File: config.mk
export PLATFORM = sky130hd
export DESIGN_NAME = inst_mem_loader
export DESIGN_NICKNAME = d
export VERILOG_FILES = /design/src/rtl/loader_pkg.sv /design/src/rtl/inst_mem_loader_byte_pair_assembler.sv /design/src/rtl/inst_mem_loader.sv
export SDC_FILE = /design/constraint.sdc
export NUM_CORES = 1
export LEC_CHECK = 0
export BUFFER_PORTS_ARGS = -buffer_cell sky130_fd_sc_hd__buf_2
export CAP_MARGIN = 5
export CORE_MARGIN = 2
export CORE_UTILIZATION = 61
export DETAILED_ROUTE_END_ITERATION = 16
export GPL_TIMING_DRIVEN = 0
export PLACE_DENSITY = 0.93
export SYNTH_ARGS = -nofsm -noshare
export SYNTH_HDL_FRONTEND = slang
export SYNTH_HIERARCHICAL = 1
export SYNTH_SLANG_ARGS = --single-unit
File: constraint.sdc
create_clock -name clock -period 6.05 [get_ports clock]
set_input_delay 0.3025 -clock clock [delete_from_list [all_inputs] [get_ports clock]]
set_output_delay 0.3025 -clock clock [all_outputs]
set_load 0.1 [all_outputs]
File: src/rtl/loader_pkg.sv
// ---------------------------------------------------------------------------
// loader_pkg
// Shared definitions for the instruction-memory loader.
//   - loader_state_e  : loader FSM state encoding
//   - COUNT_HDR_BYTES : number of bytes in the word-count header
//   - LOAD_END_STATE  : state entered once the last word has been taken
// Optional feature macro: LOADER_CHECKSUM_EN adds the CHECK state, which
// validates a trailing XOR checksum byte before declaring success.
// ---------------------------------------------------------------------------
package loader_pkg;

  localparam int COUNT_HDR_BYTES = 2;

  typedef enum logic [2:0] {
    IDLE    = 3'd0,
    CNT_HI  = 3'd1,
    CNT_LO  = 3'd2,
    DATA_HI = 3'd3,
    DATA_LO = 3'd4,
    DONE    = 3'd5,
    ERROR   = 3'd6
`ifdef LOADER_CHECKSUM_EN
    ,
    CHECK   = 3'd7
`endif
  } loader_state_e;

  // Where the stream goes once all payload words (or a zero count) are seen.
`ifdef LOADER_CHECKSUM_EN
  localparam loader_state_e LOAD_END_STATE = CHECK;
`else
  localparam loader_state_e LOAD_END_STATE = DONE;
`endif

endpackage

File: src/rtl/inst_mem_loader_byte_pair_assembler.sv
// ---------------------------------------------------------------------------
// byte_pair_assembler
// Pairs a high byte and a low byte into one 16-bit word and flags it valid
// for exactly one cycle after the low byte is taken.
// Ports:
//   clock, reset : clock and synchronous active-high reset
//   byteIn       : incoming serial byte
//   hiLoad       : capture byteIn as the high half
//   loLoad       : byteIn is the low half; register the completed word
//   word         : last completed word (held until the next one)
//   wordValid    : one-cycle pulse, high the cycle after loLoad
// ---------------------------------------------------------------------------
module byte_pair_assembler (
  input  logic        clock,
  input  logic        reset,
  input  logic [7:0]  byteIn,
  input  logic        hiLoad,
  input  logic        loLoad,
  output logic [15:0] word,
  output logic        wordValid
);

  logic [7:0] high_byte;

  always_ff @(posedge clock) begin
    if (reset) begin
      high_byte <= 8'h00;
      word      <= 16'h0000;
      wordValid <= 1'b0;
    end else begin
      wordValid <= loLoad;
      if (hiLoad) high_byte <= byteIn;
      if (loLoad) word <= {high_byte, byteIn};
    end
  end

endmodule

File: src/rtl/inst_mem_loader.sv
// ---------------------------------------------------------------------------
// inst_mem_loader
// Receives a byte stream (count high, count low, then N words high byte
// first) and writes the words into instruction memory starting at
// BASE_ADDR, holding the CPU in reset for the duration of the load.
// Parameters:
//   MEM_DEPTH : number of 16-bit words the instruction memory can hold
//   BASE_ADDR : address of the first loaded word
// Ports:
//   clock, reset          : clock and synchronous active-high reset
//   start                 : single-cycle load request (IDLE/DONE/ERROR only)
//   byteIn/byteValid      : serial byte source
//   byteReady             : loader takes byteIn on this cycle's edge
//   memAddr/memData/memWe : instruction-memory write port
//   cpuHold               : keeps the CPU in reset while loading
//   done/error            : sticky outcome of the last load
//   wordsLoaded           : words written in the current/last load
// Optional feature macro: LOADER_CHECKSUM_EN appends a CHECK state that
// compares one trailing byte with the XOR of all preceding stream bytes.
// ---------------------------------------------------------------------------
module inst_mem_loader
  import loader_pkg::*;
#(
  parameter int          MEM_DEPTH = 256,
  parameter logic [15:0] BASE_ADDR = 16'h0000
) (
  input  logic        clock,
  input  logic        reset,
  input  logic        start,
  input  logic [7:0]  byteIn,
  input  logic        byteValid,
  output logic        byteReady,
  output logic [15:0] memAddr,
  output logic [15:0] memData,
  output logic        memWe,
  output logic        cpuHold,
  output logic        done,
  output logic        error,
  output logic [15:0] wordsLoaded
);

  localparam int          HDR_BITS    = COUNT_HDR_BYTES * 8;
  localparam logic [31:0] DEPTH_LIMIT = 32'(MEM_DEPTH);

  loader_state_e state, state_next;

  logic [HDR_BITS-9:0] count_hi;
  logic [HDR_BITS-1:0] count_value;
  logic [15:0]         word_count;
  logic                hi_load;
  logic                lo_load;
  logic                accept_start;
  logic                last_word;

`ifdef LOADER_CHECKSUM_EN
  logic [7:0] checksum;
`endif

  // The count is only complete while the low byte is on byteIn.
  assign count_value = {count_hi, byteIn};
  assign last_word   = (wordsLoaded + 16'd1) == word_count;

  // CPU stays held in every byte-accepting state, and also through the
  // write pulse of the final word, which lands after the FSM has moved on.
  assign cpuHold = byteReady | memWe;

  always_ff @(posedge clock) begin
    if (reset) state <= IDLE;
    else       state <= state_next;
  end

  always_comb begin
    state_next   = state;
    byteReady    = 1'b0;
    hi_load      = 1'b0;
    lo_load      = 1'b0;
    accept_start = 1'b0;
    case (state)
      IDLE, DONE, ERROR: begin
        if (start) begin
          accept_start = 1'b1;
          state_next   = CNT_HI;
        end
      end
      CNT_HI: begin
        byteReady = 1'b1;
        if (byteValid) state_next = CNT_LO;
      end
      CNT_LO: begin
        byteReady = 1'b1;
        if (byteValid) begin
          if ({16'd0, count_value} > DEPTH_LIMIT) state_next = ERROR;
          else if (count_value == 16'd0)          state_next = LOAD_END_STATE;
          else                                    state_next = DATA_HI;
        end
      end
      DATA_HI: begin
        byteReady = 1'b1;
        if (byteValid) begin
          hi_load    = 1'b1;
          state_next = DATA_LO;
        end
      end
      DATA_LO: begin
        byteReady = 1'b1;
        if (byteValid) begin
          lo_load    = 1'b1;
          state_next = last_word ? LOAD_END_STATE : DATA_HI;
        end
      end
`ifdef LOADER_CHECKSUM_EN
      CHECK: begin
        byteReady = 1'b1;
        if (byteValid) state_next = (byteIn == checksum) ? DONE : ERROR;
      end
`endif
      default: state_next = IDLE;
    endcase
  end

  // Datapath: header capture, write address/count, and sticky flags.
  // The address uses the pre-increment count so word k lands at BASE_ADDR+k.
  always_ff @(posedge clock) begin
    if (reset) begin
      count_hi    <= '0;
      word_count  <= 16'h0000;
      wordsLoaded <= 16'h0000;
      memAddr     <= 16'h0000;
      done        <= 1'b0;
      error       <= 1'b0;
`ifdef LOADER_CHECKSUM_EN
      checksum    <= 8'h00;
`endif
    end else begin
      if (accept_start) begin
        wordsLoaded <= 16'h0000;
        done        <= 1'b0;
        error       <= 1'b0;
`ifdef LOADER_CHECKSUM_EN
        checksum    <= 8'h00;
`endif
      end else begin
        if (state_next == DONE && state != DONE)   done  <= 1'b1;
        if (state_next == ERROR && state != ERROR) error <= 1'b1;
`ifdef LOADER_CHECKSUM_EN
        if (byteReady && byteValid) checksum <= checksum ^ byteIn;
`endif
      end
      if (state == CNT_HI && byteValid) count_hi <= byteIn;
      if (state == CNT_LO && byteValid) word_count <= count_value;
      if (lo_load) begin
        memAddr     <= BASE_ADDR + wordsLoaded;
        wordsLoaded <= wordsLoaded + 16'd1;
      end
    end
  end

  byte_pair_assembler u_pair (
    .clock     (clock),
    .reset     (reset),
    .byteIn    (byteIn),
    .hiLoad    (hi_load),
    .loLoad    (lo_load),
    .word      (memData),
    .wordValid (memWe)
  );

endmodule

## Word level (Yosys, flattened, before mapping)

Index checks and enable logic that the tools add are counted.
W data, S select, Z words.

- Add/sub/neg operators: 1
- Multipliers: 0
- Divide/modulo/power cells: 0
- $lt $le $gt $ge: 1
- Equal/unequal tests: 11
- Shift operators: 0
- Muxes and demuxes: 17
- Bitwise gates (word level): 1
- Reductions and logical operators: 10

Operators by type and width:

| kind | number |
|---|---|
| $mux W16 | 2 |
| $mux W3 | 8 |
| $add A16 B1 Y16 const B | 1 |
| $eq A16 B16 Y1 | 1 |
| $gt A16 B9 Y1 const B | 1 |
| $logic_not A16 Y1 | 1 |
| $eq A3 B3 Y1 const B | 5 |
| $pmux W3 S5 | 1 |
| $eq A3 B2 Y1 const B | 2 |
| $mux W1 | 6 |
| $ne A3 B3 Y1 const B | 2 |
| $logic_and A1 B1 Y1 | 4 |
| $reduce_or A4 Y1 | 1 |
| $eq A3 B1 Y1 const B | 1 |
| $logic_not A3 Y1 | 1 |
| $reduce_or A3 Y1 | 1 |
| $reduce_bool A2 Y1 | 1 |
| $reduce_or A2 Y1 | 1 |
| $or A1 B1 Y1 | 1 |

- Register bits after elaboration: 86
- Bits in latches: 0
- Bits in writable memories: 0
- Memory bits (read-only): 0
- Bits of input ports: 12
- Output and inout bits: 53
- Word-level logic and storage cells: 51
- Memories: 0

## Longest topological paths before layout

- Depth after elaboration: 7
- Depth in mapped cells: 10
- Mapped depth without buffers: 7

## Hierarchy

The synthesis kept the hierarchy.

By module, submodules not included:

| module | instances | cells each | area an instance (um2) | sequential area each (um2) |
|---|---|---|---|---|
| inst_mem_loader | 1 | 407 | 3144.3 | 1221.2 |
| byte_pair_assembler | 1 | 80 | 890.9 | 500.5 |

## Least setup slack after synthesis

Ideal clock, no wire load.

- Kind: register to output
- Start: reg state[1]
- End: out cpuHold
- Data arrival time: 2839 ps
- Data required time: 5747 ps
- Slack: 2908 ps
- Cell stages (with the launch flop): 5
- Path buffers: 1
- Cells stage by stage: dfxtp_1 buf_2 nor2_1 xnor2_1 or2_2

- Word-level cells in the longest chain between the ends: 4
- Elaborated cells on any way between the ends: 7
- Those cells by class: 4 x eq/ne; 1 x mux; 1 x bitwise; 1 x reduce/logical

Ends and longest elaborated chain:

| item | RTL line | source |
|---|---|---|
| start: declaration | inst_mem_loader.sv:45 | `loader_state_e state, state_next;` |
| start signal: assignment | inst_mem_loader.sv:69 | `else state <= state_next;` |
| $eq A3 B1 Y1 (tied with other cells) | inst_mem_loader.sv:78 | `case (state)` |
| $reduce_or A4 Y1 (no source line) * | -- |  |
| $mux W1 * | inst_mem_loader.sv:78 |  |
| via byteReady | inst_mem_loader.sv:32 | `output logic byteReady,` |
| $or A1 B1 Y1 * | inst_mem_loader.sv:65 | `assign cpuHold = byteReady \| memWe;` |
| end: declaration | inst_mem_loader.sv:36 | `output logic cpuHold,` |

The timed path passes the listed nets; every way through them passes the cells marked *.

## Final worst setup path

- Start: reg wordsLoaded[1]
- End: reg state[1]

- Word-level cells in the longest chain between the ends: 5

Ends and longest elaborated chain:

| item | RTL line | source |
|---|---|---|
| start: declaration | inst_mem_loader.sv:39 | `output logic [15:0] wordsLoaded` |
| start signal: assignment | inst_mem_loader.sv:153 | `wordsLoaded <= wordsLoaded + 16'd1;` |
| $add A16 B1 Y16 | inst_mem_loader.sv:61 | `assign last_word = (wordsLoaded + 16'd1) == word_count;` |
| $eq A16 B16 Y1 | inst_mem_loader.sv:61 |  |
| $mux W3 | inst_mem_loader.sv:108 | `state_next = last_word ? LOAD_END_STATE : DATA_HI;` |
| $mux W3 | inst_mem_loader.sv:106 | `if (byteValid) begin` |
| $pmux W3 S5 | inst_mem_loader.sv:78 |  |

No other way between the ends.
A chain may end at the register's enable or synchronous reset.

==> impl_metrics.csv <==
group,metric,value,unit
run_status,status,"finished, final reports clean",
synth,synth_top_cell_area_share,0.4267,
layout,nFillCells,474,
synth,netlist_instances,487,
placed_design,port_buffers,63,
synth,synth.mux.area_fraction,0.06481,
global_route,grt_use_total,0.3003,
clock_tree,cts_buffers,9,
critical_path,worst-setup-path-type,"reg -> reg",
flow_run,cap_violations,0,
routing,wirelength,10710,um
layout,diodes,0,
synth,synth_top_family_by_area,"simple AND/OR/NAND/NOR gates",
routing,ant_nets,0,
critical_path,startpoint_type,"register",
global_route,antenna_found_initial,0,
worst_hold_path,hold_path_class,"in -> reg",
die,initial_core_util,0.6319,
routing,num_vias,3889,
clock_tree,cts_max_level,3,
synth,synth_area,4035,um^2
synth,yosys_warnings,6,
critical_path,cp_data_required_time,6.31,ns
power,pwr-share-clk,0.363,
power,power_frac_seq,0.506,
global_route,grt_first_pass_wirelength,17450,um
routing,drt_iter0_drc,422,
placed_design,routabilityCongestion,0.8666,
timing,setup_violations,0,
synth,ys.flop_type,"dfxtp_1",
die,die_w,85.33,um
synth,yosys.area_share.simple,0.2471,
clock_tree,clock_path_buffers,2,
synth,synth-xor-area-share,0.05426,
critical_path,path_max_fanout,7,
timing,slew_viol_final,0,
synth,synth_top_area_cell,"dfxtp_1",
power,leakagePower,0.001818,uW
synth,syn_nets,500,
timing,setup_tns,0,ns
timing,relSlewSlack,0.4746,
synth,synthArstFlopShare,0,
power,sw_frac_of_total,0.2872,
routing,post-route-drc-count,0,
clock_tree,clock-sinks,86,
layout,area_growth,15.35,%
power,p_int,820.7,uW
timing,rsz0062_at_grt,"false",
power,irDropWorstVdd,0.2046,mV
die,dieHeight,85.33,um
clock_tree,ctsResizeCount,0,
power,p_total,1151,uW
layout,design_area,4654,um^2
placed_design,dpl_cell_area,4447,um^2
layout,nets,574,
synth,avgSynthCellArea,8.286,um^2
power,power_switching,330.7,uW
clock_tree,root_buffer,"clkbuf_8",
timing,finalWorstSetupSlack,3.558,ns
global_route,grt_pass1_vias,3682,
die,die-area,7281,um^2
global_route,grt-ovfl-total,0,
synth,synth-compound-area-share,0.1519,
timing,finalCritPeriodShare,0.4120,
synth,yosys-top-cells-area,"dfxtp_1 (43%), a21oi_1 (8.4%), nand2_1 (8.4%)",
die,num_rows,29,
clock_tree,cts_hold_buf,0,
clock_tree,clk_pin_slew,0.09,ns
critical_path,cp.arrival,2.75,ns
routing,routed_via_density,6.048,
clock_tree,cts_setup_buffers,0,
synth,synth-edff-count,0,
die,io_pins,65,
placed_design,dp_slack,3.615,ns
global_route,grt_max_degree,16,
timing,finalHoldViolCount,0,
timing,fin_skew,0.006555,ns
placed_design,dpl.hpwl,7425,um
timing,tightest_slew,0.7881,ns
die,core,6386,um^2
routing,firstDrtPassIters,6,
power,power.density,247.4,nW/um^2
synth,ys_seq_elements,86,
clock_tree,clk_latency,0.36,ns
synth,synthAdderAreaFrac,0.003101,
routing,avgRoutedWirePerCell,16.66,um
timing,fin_crit,2.492,ns
timing,max_freq,401.2,MHz
synth,synth-seq-area-share,0.4267,
layout,drive_gt1_frac,0.1961,
synth,synth_cell_types,53,
clock_tree,cts_tree,"built",
power,pwr-share-comb,0.131,
critical_path,worstSetupEndpointType,"register",
-- critical path, cell delays in order (launching register included) --
cell and delay, ns:
dfxtp_1 0.48, ha_1 0.35, nand3_1 0.25, nor2_1 0.36
a31oi_1 0.15, nor4b_2 0.44, a31oi_1 0.16, o21ba_1 0.20
-- cells in the mapped netlist, types with 3 or more instances --
master,number
or2_2,3
and3_1,3
mux2i_1,25
nand3_1,7
buf_2,11
nand2b_1,4
inv_1,7
nor3b_1,4
xnor2_1,19
a21o_1,4
nand4_1,5
dfxtp_1,86
a21oi_1,68
clkbuf_1,17
nand2_1,90
nor2_1,47
o21ai_0,14
nor4_1,5
xor2_1,6
a31oi_1,8
nor3_1,4
nand3b_1,3
a211oi_1,3
or4_1,4
-- cells by family (layout without fill, tap and decap cells) --
logic type / after synthesis / after routing
flops: 86 / 86
xor+xnor: 25 / 25
simple gates: 199 / 199
fa+ha+maj: 1 / 1
buf+inv: 42 / 121
compound gates: 108 / 108
mux: 26 / 26
-- power groups by stage --
stage          combinational, uW  sequential (uW)  clock, uW
6_report                     151              582        418
4_1_cts                      148              582        418
2_1_floorplan                105              600          0
3_3_place_gp                 141              594          0
5_1_grt                      160              584        442
3_5_place_dp                 145              595          0
-- placed cells by master (no fill, tap or decap), types with 5 or more instances in the layout --
master     n
inv_1      7
xnor2_1   19
nand2_1   90
clkbuf_1  17
nor2_1    47
nand3_1    7
a21oi_1   68
mux2i_1   25
clkbuf_8  10
xor2_1     6
nand4_1    5
buf_2     74
o21ai_0   14
nor4_1     5
dfxtp_1   86
a31oi_1    8
-- metal layers --
| layer | global-route usage | share of wire |
|---|---|---|
| met1 | 0.3610 | 0.39 |
| met2 | 0.5085 | 0.50 |
| met3 | 0.05642 | 0.077 |
| met4 | 0.1587 | 0.037 |
| met5 | 0 | 0 |
-- area by class of cell --
cell class                 instances  area (um^2)  area share
multi-input combinational        359         2103      0.4519
sequential                        86         1722      0.3699
timing repair buffer              63        315.3     0.06774
buffer                            35        183.9     0.03952
clock buffer                      10        137.6     0.02957
tap                               77        96.34     0.02070
clock inverter                     6        70.07     0.01505
inverter                           7        26.28    0.005645
-- stage by stage --
stage | utilization | cells | hold WS, ns
floorplan | - | 487 | 0.4385
global placement | 0.6963 | 627 | 0.4380
detailed placement | 0.6963 | 627 | 0.4439
CTS | 0.7288 | 643 | 0.2006
global route | 0.7288 | 643 | 0.2294
finish | 0.7288 | 643 | 0.2093
-- sequential cells by signal, summed over array words and instances (netlist names) --
| name | cells |
|---|---|
| word_count | 16 |
| error | 1 |
| wordsLoaded | 16 |
| u_pair/wordValid | 1 |
| state | 3 |
| done | 1 |
| count_hi | 8 |
| u_pair/high_byte | 8 |
| u_pair/word | 16 |
| memAddr | 16 |
-- worst paths after layout --
| check | start | end | slack (ns) | cells past startpoint |
|---|---|---|---|---|
| worst max-delay path | wordsLoaded[1]$_SDFFE_PP0P_ | state[1]$_SDFF_PP0_ | 3.56 | 7 |
| worst min-delay path | reset | u_pair/wordValid$_SDFF_PP0_ | 0.21 | 2 |
| worst max register to register | wordsLoaded[1]$_SDFFE_PP0P_ | state[1]$_SDFF_PP0_ | 3.56 | 7 |
| worst min register to register | memAddr[4]$_SDFFE_PP0P_ | memAddr[4]$_SDFFE_PP0P_ | 0.45 | 2 |
(Power assumes the default switching activity.)
